===== config.mk =====
export PLATFORM = sky130hd
export DESIGN_NAME = motor_ramp_ctrl
export DESIGN_NICKNAME = d
export VERILOG_FILES = /design/src/rtl/motor_pkg.sv /design/src/rtl/ramp_tick.sv /design/src/rtl/motor_ramp_ctrl.sv
export SDC_FILE = /design/constraint.sdc
export NUM_CORES = 1
export LEC_CHECK = 0
export ABC_AREA = 1
export CAP_MARGIN = 20
export CORE_AREA = 2 2 100 102
export CTS_BUF_LIST = sky130_fd_sc_hd__clkbuf_4 sky130_fd_sc_hd__clkbuf_8
export CTS_CLUSTER_SIZE = 25
export DETAILED_ROUTE_END_ITERATION = 7
export DIE_AREA = 0 0 102 104
export PLACE_DENSITY_LB_ADDON = 0.25
export SETUP_SLACK_MARGIN = 0.5
export SYNTH_ARGS = -nofsm -noshare
export SYNTH_HDL_FRONTEND = slang
export SYNTH_SLANG_ARGS = --single-unit

===== constraint.sdc =====
create_clock -name CLK -period 5.7 [get_ports CLK]
set_input_delay 0.855 -clock CLK [delete_from_list [all_inputs] [get_ports CLK]]
set_output_delay 0.855 -clock CLK [all_outputs]
set_load 0.05 [all_outputs]

===== src/rtl/motor_pkg.sv =====
// Shared types and constants for the motor ramp controller: FSM states,
// NEC key codes and frame field offsets.
package motor_pkg;

  localparam int RATE_W_DEF = 7;

  localparam logic [7:0] NEC_ADDR_DEF = 8'h00;
  localparam logic [7:0] KEY_PWR_DEF  = 8'h45;
  localparam logic [7:0] KEY_UP_DEF   = 8'h46;
  localparam logic [7:0] KEY_DN_DEF   = 8'h47;

  // Byte offsets inside a 32-bit NEC frame.
  localparam int FRM_ADDR_LSB  = 24;
  localparam int FRM_NADDR_LSB = 16;
  localparam int FRM_CMD_LSB   = 8;
  localparam int FRM_NCMD_LSB  = 0;

  typedef enum logic [1:0] {
    ST_IDLE = 2'd0,
    ST_RUN  = 2'd1,
    ST_STOP = 2'd2
  } state_e;

  typedef enum logic [1:0] {
    LK_NONE = 2'd0,
    LK_UP   = 2'd1,
    LK_DN   = 2'd2
  } last_key_e;

endpackage


===== src/rtl/ramp_tick.sv =====
// Duty-step prescaler: counts 0..RAMP_DIV-1 and pulses step on the last count.
// A synchronous clear holds the count at zero.
module ramp_tick #(
  parameter int RAMP_DIV = 1000
) (
  input  logic clk,
  input  logic rst_n,
  input  logic clr,
  output logic step
);

  localparam int TW = (RAMP_DIV > 1) ? $clog2(RAMP_DIV) : 1;
  localparam logic [TW-1:0] TC = TW'(RAMP_DIV - 1);

  logic [TW-1:0] tick_q, tick_d;

  always_comb begin
    tick_d = tick_q + 1'b1;
    if (clr || (tick_q == TC)) begin
      tick_d = '0;
    end
  end

  always_ff @(posedge clk or negedge rst_n) begin
    if (!rst_n) begin
      tick_q <= '0;
    end else begin
      tick_q <= tick_d;
    end
  end

  assign step = !clr && (tick_q == TC);

endmodule


===== src/rtl/motor_ramp_ctrl.sv =====
// Motor ramp sequencer between the NEC decoder and the PWM generator.
// Define MOTOR_KEY_REPEAT_EN to let NEC repeat codes re-apply the last UP/DN key.
//
// state | meaning
// IDLE  | drive off, duty held at 0, target editable
// RUN   | drive on, duty slews toward target one unit per step
// STOP  | drive on, duty slews down to 0, then drive turns off
module motor_ramp_ctrl
  import motor_pkg::*;
#(
  parameter int         RATE_W     = RATE_W_DEF,
  parameter int         RATE_MAX   = 100,
  parameter int         RATE_STEP  = 10,
  parameter int         START_RATE = 30,
  parameter int         RAMP_DIV   = 1000,
  parameter logic [7:0] NEC_ADDR   = NEC_ADDR_DEF,
  parameter logic [7:0] KEY_PWR    = KEY_PWR_DEF,
  parameter logic [7:0] KEY_UP     = KEY_UP_DEF,
  parameter logic [7:0] KEY_DN     = KEY_DN_DEF
) (
  input  logic              CLK,
  input  logic              RST,
  input  logic              frame_vld,
  input  logic [31:0]       frame,
  input  logic              repeat_vld,
  output logic              SW,
  output logic [RATE_W-1:0] RateSet,
  output logic              busy,
  output logic              key_err
);

  localparam logic [RATE_W-1:0] MAX_V   = RATE_W'(RATE_MAX);
  localparam logic [RATE_W-1:0] STEP_V  = RATE_W'(RATE_STEP);
  localparam logic [RATE_W-1:0] START_V = RATE_W'(START_RATE);

  state_e            state_q, state_d;
  logic [RATE_W-1:0] rate_q, rate_d;
  logic [RATE_W-1:0] tgt_q, tgt_d;
  logic              key_err_q, key_err_d;
  logic              step;

  logic [7:0] f_addr, f_naddr, f_cmd, f_ncmd;
  logic       is_pwr, is_up, is_dn, frame_ok, frame_bad;
  logic       key_pwr, key_up, key_dn, rep_up, rep_dn;

  assign f_addr  = frame[FRM_ADDR_LSB +: 8];
  assign f_naddr = frame[FRM_NADDR_LSB +: 8];
  assign f_cmd   = frame[FRM_CMD_LSB +: 8];
  assign f_ncmd  = frame[FRM_NCMD_LSB +: 8];

  assign is_pwr = (f_cmd == KEY_PWR);
  assign is_up  = (f_cmd == KEY_UP);
  assign is_dn  = (f_cmd == KEY_DN);

  assign frame_ok  = frame_vld && (f_addr == NEC_ADDR) &&
                     ((f_addr ^ f_naddr) == 8'hFF) &&
                     ((f_cmd ^ f_ncmd) == 8'hFF) &&
                     (is_pwr || is_up || is_dn);
  assign frame_bad = frame_vld && !frame_ok;

`ifdef MOTOR_KEY_REPEAT_EN
  last_key_e last_key_q, last_key_d;

  always_comb begin
    last_key_d = last_key_q;
    if (frame_bad || (frame_ok && is_pwr)) begin
      last_key_d = LK_NONE;
    end else if (frame_ok && is_up) begin
      last_key_d = LK_UP;
    end else if (frame_ok && is_dn) begin
      last_key_d = LK_DN;
    end
  end

  always_ff @(posedge CLK or negedge RST) begin
    if (!RST) begin
      last_key_q <= LK_NONE;
    end else begin
      last_key_q <= last_key_d;
    end
  end

  // A fresh frame in the same cycle takes precedence over a repeat code.
  assign rep_up = repeat_vld && !frame_vld && (last_key_q == LK_UP);
  assign rep_dn = repeat_vld && !frame_vld && (last_key_q == LK_DN);
`else
  logic unused_repeat;
  assign unused_repeat = repeat_vld;
  assign rep_up = 1'b0;
  assign rep_dn = 1'b0;
`endif

  assign key_pwr = frame_ok && is_pwr;
  assign key_up  = (frame_ok && is_up) || rep_up;
  assign key_dn  = (frame_ok && is_dn) || rep_dn;

  ramp_tick #(
    .RAMP_DIV (RAMP_DIV)
  ) u_ramp_tick (
    .clk   (CLK),
    .rst_n (RST),
    .clr   (state_q == ST_IDLE),
    .step  (step)
  );

  // One extra bit so the sum cannot wrap before saturation.
  logic [RATE_W:0]   tgt_sum;
  logic [RATE_W-1:0] tgt_up, tgt_dn;

  assign tgt_sum = {1'b0, tgt_q} + {1'b0, STEP_V};
  assign tgt_up  = (tgt_sum > {1'b0, MAX_V}) ? MAX_V : tgt_sum[RATE_W-1:0];
  assign tgt_dn  = (tgt_q > STEP_V) ? (tgt_q - STEP_V) : '0;

  always_comb begin
    tgt_d     = tgt_q;
    key_err_d = frame_bad;
    if (key_up) begin
      tgt_d = tgt_up;
    end else if (key_dn) begin
      tgt_d = tgt_dn;
    end
  end

  // Steps compare against the registered target, so a key landing on a step
  // cycle only affects the following steps.
  always_comb begin
    state_d = state_q;
    rate_d  = rate_q;
    case (state_q)
      ST_IDLE: begin
        rate_d = '0;
        if (key_pwr) begin
          state_d = ST_RUN;
        end
      end
      ST_RUN: begin
        if (step) begin
          if (rate_q < tgt_q) begin
            rate_d = rate_q + 1'b1;
          end else if (rate_q > tgt_q) begin
            rate_d = rate_q - 1'b1;
          end
        end
        if (key_pwr) begin
          state_d = ST_STOP;
        end
      end
      ST_STOP: begin
        if (step && (rate_q != '0)) begin
          rate_d = rate_q - 1'b1;
        end
        if (key_pwr) begin
          state_d = ST_RUN;
        end else if (rate_d == '0) begin
          state_d = ST_IDLE;
        end
      end
      default: begin
        state_d = ST_IDLE;
        rate_d  = '0;
      end
    endcase
  end

  always_ff @(posedge CLK or negedge RST) begin
    if (!RST) begin
      state_q   <= ST_IDLE;
      rate_q    <= '0;
      tgt_q     <= START_V;
      key_err_q <= 1'b0;
    end else begin
      state_q   <= state_d;
      rate_q    <= rate_d;
      tgt_q     <= tgt_d;
      key_err_q <= key_err_d;
    end
  end

  assign SW      = (state_q != ST_IDLE);
  assign RateSet = rate_q;
  assign busy    = (state_q == ST_STOP) || ((state_q == ST_RUN) && (rate_q != tgt_q));
  assign key_err = key_err_q;

endmodule


# After elaboration in Yosys (flattened, before gate mapping)
# Cells that the tools add are included.
word_totals:
  regBits: 27
  input_bits: 36
  out_inout_bits: 10
  wordCells: 71
op_classes:
  n_addsub: 5
  order_cmp: 4
  n_eq_ne: 14
  mux: 16
  n_bitwise: 2
  reduce_logical: 25
op_table:
  columns: ["cell", "count"]
  rows:
  - ["$mux 7", 9]
  - ["$eq 8x7->1 const B", 3]
  - ["$eq 8x8->1 const B", 2]
  - ["$xor 8x8->8", 2]
  - ["$pmux 7 s2", 1]
  - ["$logic_and 1x1->1", 11]
  - ["$add 10x1->10 const B", 1]
  - ["$eq 10x10->1 const B", 1]
  - ["$mux 10", 1]
  - ["$add 7x4->8 const B", 1]
  - ["$gt 8x7->1 const B", 1]
  - ["$logic_not 8->1", 1]
  - ["$mux 2", 4]
  - ["$add 7x1->7 const B", 1]
  - ["$gt 7x4->1 const B", 1]
  - ["$gt 7x7->1", 1]
  - ["$logic_not 7->1", 1]
  - ["$lt 7x7->1", 1]
  - ["$ne 7x7->1", 1]
  - ["$reduce_bool 7->1", 1]
  - ["$sub 7x1->7 const B", 1]
  - ["$sub 7x4->7 const B", 1]
  - ["$ne 2x2->1 const B", 3]
  - ["$ne 3x3->1 const B", 2]
  - ["other kinds (9)", 14]

# Depth between registers and ports, before layout
logic_depth:
  ltp_word: 10
  ltp_mapped: 16
  ltp_nobuf: 16

# Modules after synthesis
# Synthesis repeated with hierarchy kept, for this count alone.
unflattened:
  hier_cells: 464
  area_unflattened_um2: 2881.5
by_module_without_submodules:
  columns: ["module", "instances", "cells_per_inst", "area_per_inst_um2", "seq_area_each_um2"]
  rows:
  - ["motor_ramp_ctrl", 1, 393, 2333.5, 405.4]
  - ["ramp_tick", 1, 71, 548.0, 250.2]

# Least setup slack after synthesis
# No wires, ideal clock.
synth_path:
  path_kind: "reg-to-output"
  from: "register rate_q[6], in the netlist RateSet[6]"
  to: "output port busy"
  arrival_ps: 2337
  required_ps: 4845
  path_slack_ps: 2508
  path_stages_with_launch: 5
  n_path_buf: 0
  cell_sequence: "dfrtp_1 -> ha_1 -> nand2_1 -> nor4_1 -> o21ai_0"
synth_via:
  elab_chain_cells: 3
synth_rtl:
  columns: ["item", "line_no", "rtl"]
  rows:
  - ["start, declared", "motor_ramp_ctrl.sv:37", "logic [RATE_W-1:0] rate_q, rate_d;"]
  - ["start signal, assigned", "motor_ramp_ctrl.sv:173", "rate_q <= rate_d;"]
  - ["$ne 7x7->1", "motor_ramp_ctrl.sv:181", "assign busy = (state_q == ST_STOP) || ((state_q == ST_RUN) && (rate_q != tgt_q));"]
  - ["$logic_and 1x1->1", "motor_ramp_ctrl.sv:181", null]
  - ["$logic_or 1x1->1", "motor_ramp_ctrl.sv:181", null]
  - ["end, declared", "motor_ramp_ctrl.sv:28", "output logic busy,"]
# Every way passes these cells.

# Worst setup path after layout
layout_path:
  from: "register tgt_q[4]"
  to: "output port busy"
layout_via:
  elab_chain_cells: 3
layout_rtl:
  columns: ["item", "line_no", "rtl"]
  rows:
  - ["start, declared", "motor_ramp_ctrl.sv:38", "logic [RATE_W-1:0] tgt_q, tgt_d;"]
  - ["start signal, assigned", "motor_ramp_ctrl.sv:174", "tgt_q <= tgt_d;"]
  - ["$ne 7x7->1", "motor_ramp_ctrl.sv:181", null]
  - ["$logic_and 1x1->1", "motor_ramp_ctrl.sv:181", null]
  - ["$logic_or 1x1->1", "motor_ramp_ctrl.sv:181", null]
# Every way passes these cells.

==> out/qor.yml <==
status:
  status: "finished, final reports clean"
final_layout:
  fillers: 1050
  drive_gt1_share_pct: 7.49
  diodes: 0
  postLayoutCoreUtil_pct: 36.2
  nets: 548
  final_cells: 627
  syn_to_final_growth_pct: 24.2
power_and_ir_drop:
  leakage_nw: 1.73
  p_clk_share_pct: 36.0
  powerDensity_nw_per_um2: 128
  switching_share_pct: 26.1
  power_w: 0.000444
  vdd_drop_max_mv: 0.0665
  p_int_w: 0.000328
  seq_power_share_pct: 44.7
  p_comb_share_pct: 19.3
  switchingPower_w: 0.000116
global_routing:
  grt_max_degree: 27
  grt_most_used_layer: "met2"
  grt_util_met2_pct: 22.3
  grt_pass1_wl_mm: 12.4
  gr-usage-met3_pct: 1.48
  grt_overflow: 0
  grt_pass1_vias: 2763
  antenna_found_initial: 0
  grt_use_met1_pct: 19.9
  grtUsageTotal_pct: 14.1
synth:
  yosysTopAreaCell: "dfrtp_1"
  synthAdderAreaFrac_pct: 7.64
  syn_inst: 447
  synth_fp_nets: 500
  synth_edf_count: 0
  synth_compound_area_share_pct: 9.71
  synth_area_um2: 2780
  synth_top_family_by_area: "simple AND/OR/NAND/NOR gates"
  synthTopCellsByCount: "nand2_1, inv_1, nor2_1"
  yosys.area_share.simple_pct: 44.9
  synthFlopType: "dfrtp_1"
  synth.most_common_cell: "nand2_1"
  yosys.area.top_type_share_pct: 19.8
  synthDistinctLibCells: 37
  ys_ff_latch: 26
  async_reset_ff_share_pct: 100
  seq_area_frac_synth_pct: 23.6
  synth_xor_xnor_area_share_pct: 5.03
  synthTopCellsByArea: "dfrtp_1, nand2_1, ha_1"
  syn_avg_cell_area_um2: 6.23
  muxShareOfSynthArea_pct: 0
  yosys_warnings: 0
drt:
  vias: 2962
  ant_nets: 0
  avgRoutedWirePerCell_um: 11.8
  drt_first_iter_violations: 141
  route.detailed.drc: 0
  drt_first_pass_iters: 4
  wl_mm: 7.37
  via_per_inst: 4.72
hold_path:
  hold_path_class: "reg -> reg"
clock_tree:
  numClockSinks: 26
  cts_root_buf: "clkbuf_8"
  clkTransAtPathRegs_ns: 0.10
  post_cts_buffers: 0
  clkLatencyLatePin_ns: 0.28
  htree_levels: 1
  clock_path_buffers: 2
  cts_inserted_buffers: 3
  ctsHoldBuffers: 0
  cts_tree: "yes"
  cts_resized: 0
timing:
  fmax_ghz: 0.265
  fin_setup_tns_ns: 0
  finalSetupViolations: 0
  final-max-slew-violation-count: 0
  fin_crit_ns: 3.77
  whs_ns: 0.461
  hold_violations: 0
  worst_pin_slew_ns: 0.812
  finalCritPeriodShare_pct: 66.1
  finalClockSkew_ns: 0.00414
  relSlewSlack_pct: 45.3
  rsz0062_at_grt: "no"
worst_setup_path:
  slowest_delay_ns: 0.73
  critPathKind: "reg -> out"
  cp_top_family: "buffers and inverters"
  arrival_ns: 2.91
  crit_slowest_cell: "clkdlybuf4s50_1"
  end_kind: "primary output"
  worstPathRequired_ns: 4.85
  worstSetupStartpointType: "flip-flop"
  critPathBufInv: 2
  worst-path-max-fanout: 6
  path_cells: "inv_1 > ha_1 > nand2_1 > nor4_1 > o21ai_0 > clkdlybuf4s50_1"
placement:
  placed_cells: 623
  port_buffers: 44
  post-dp-hpwl_mm: 5.90
  place_congestion: 0.875
floorplanning:
  dieArea_um2: 10600
  row_count: 36
  initial_core_util_pct: 29.2
  die_w_um: 102
  die_h_um: 104
  core_area_um2: 9550
  io_pins: 46
flow_run:
  maxCapViolCount: 0
## state kept, by name, summed over array words and instances, names as in the netlist
signal / cells
RateSet: 7
key_err: 1
state_q: 2
tgt_q: 6
u_ramp_tick.tick_q: 10
## cell usage in the layout (no fill, tap or decap), drive strengths merged, types with 7 or more instances in the layout
cell type	instances
clkdlybuf4s50	44
nor4	7
nand4	10
nand3	33
nand2	134
dfrtp	22
inv	63
nor3	17
nor2	57
o21ai	28
a21oi	15
ha	17
xor2	14
## through the flow
| stage | cell area, um2 | setup WS, ns |
|---|---|---|
| 2_1_floorplan | 2780 | 2.51 |
| 3_3_place_gp | 3390 | 2.22 |
| 3_5_place_dp | 3390 | 2.24 |
| 4_1_cts | 3460 | 1.92 |
| 5_1_grt | 3460 | 1.76 |
| 6_report | 3460 | 1.93 |
## worst register-to-register path, cell delays in order, from the launching register on
cell and delay, ns:
dfstp_2 0.59, inv_1 0.09, ha_1 0.30, nand2_1 0.07
nor4_1 0.68, o31ai_4 0.20, nand2_1 0.12, inv_2 0.08
nand2_1 0.08, o21ai_1 0.06
## path summary, 6_finish.rpt
kind | slack, ns | cells after the start | startpoint | endpoint
max in group asynchronous | 4.45 | 2 | RST | tgt_q[4]
worst max register to register | 3.31 | 9 | tgt_q[4] | RateSet[5]
worst max-delay path | 1.93 | 6 | tgt_q[4] | busy
min in group asynchronous | 0.94 | 2 | RST | u_ramp_tick.tick_q[1]
worst min-delay path | 0.46 | 1 | u_ramp_tick.tick_q[0] | u_ramp_tick.tick_q[0]
worst min register to register | 0.46 | 1 | u_ramp_tick.tick_q[0] | u_ramp_tick.tick_q[0]
## cells by family after synthesis
logic type               after synthesis
AO/OA/AOI/OAI                         49
flip-flops                            26
XOR/XNOR                              16
adder cells (fa/ha/maj)               17
buffers and inverters                 67
AND/OR/NAND/NOR                      272
## layout make-up
| cell class | instances | area (um2) | share of cell area, % |
|---|---|---|---|
| sequential | 26 | 656 | 19.0 |
| timing repair buffer | 45 | 448 | 13.0 |
| clock inverter | 1 | 30.0 | 0.869 |
| multi-input combinational | 354 | 1870 | 54.1 |
| tap | 133 | 166 | 4.81 |
| inverter | 65 | 244 | 7.06 |
| clock buffer | 3 | 41.3 | 1.19 |
## power by group through the flow
stage	sequential [W]	combinational (W)	clock, W
6_report	0.000199	0.0000858	0.000160
5_1_grt	0.000200	0.0000985	0.000172
4_1_cts	0.000199	0.0000868	0.000164
3_5_place_dp	0.000202	0.0000868	0
3_3_place_gp	0.000202	0.0000847	0
2_1_floorplan	0.000203	0.0000419	0
## metal layers
layer  vias to the layer above  routed length [um]
met5                         -                   0
met4                         0                 120
met3                         9                 308
met2                        76                3310
met1                      1339                3630
li1                       1538                   -
No activity file was read; power rests on OpenSTA's default activity.
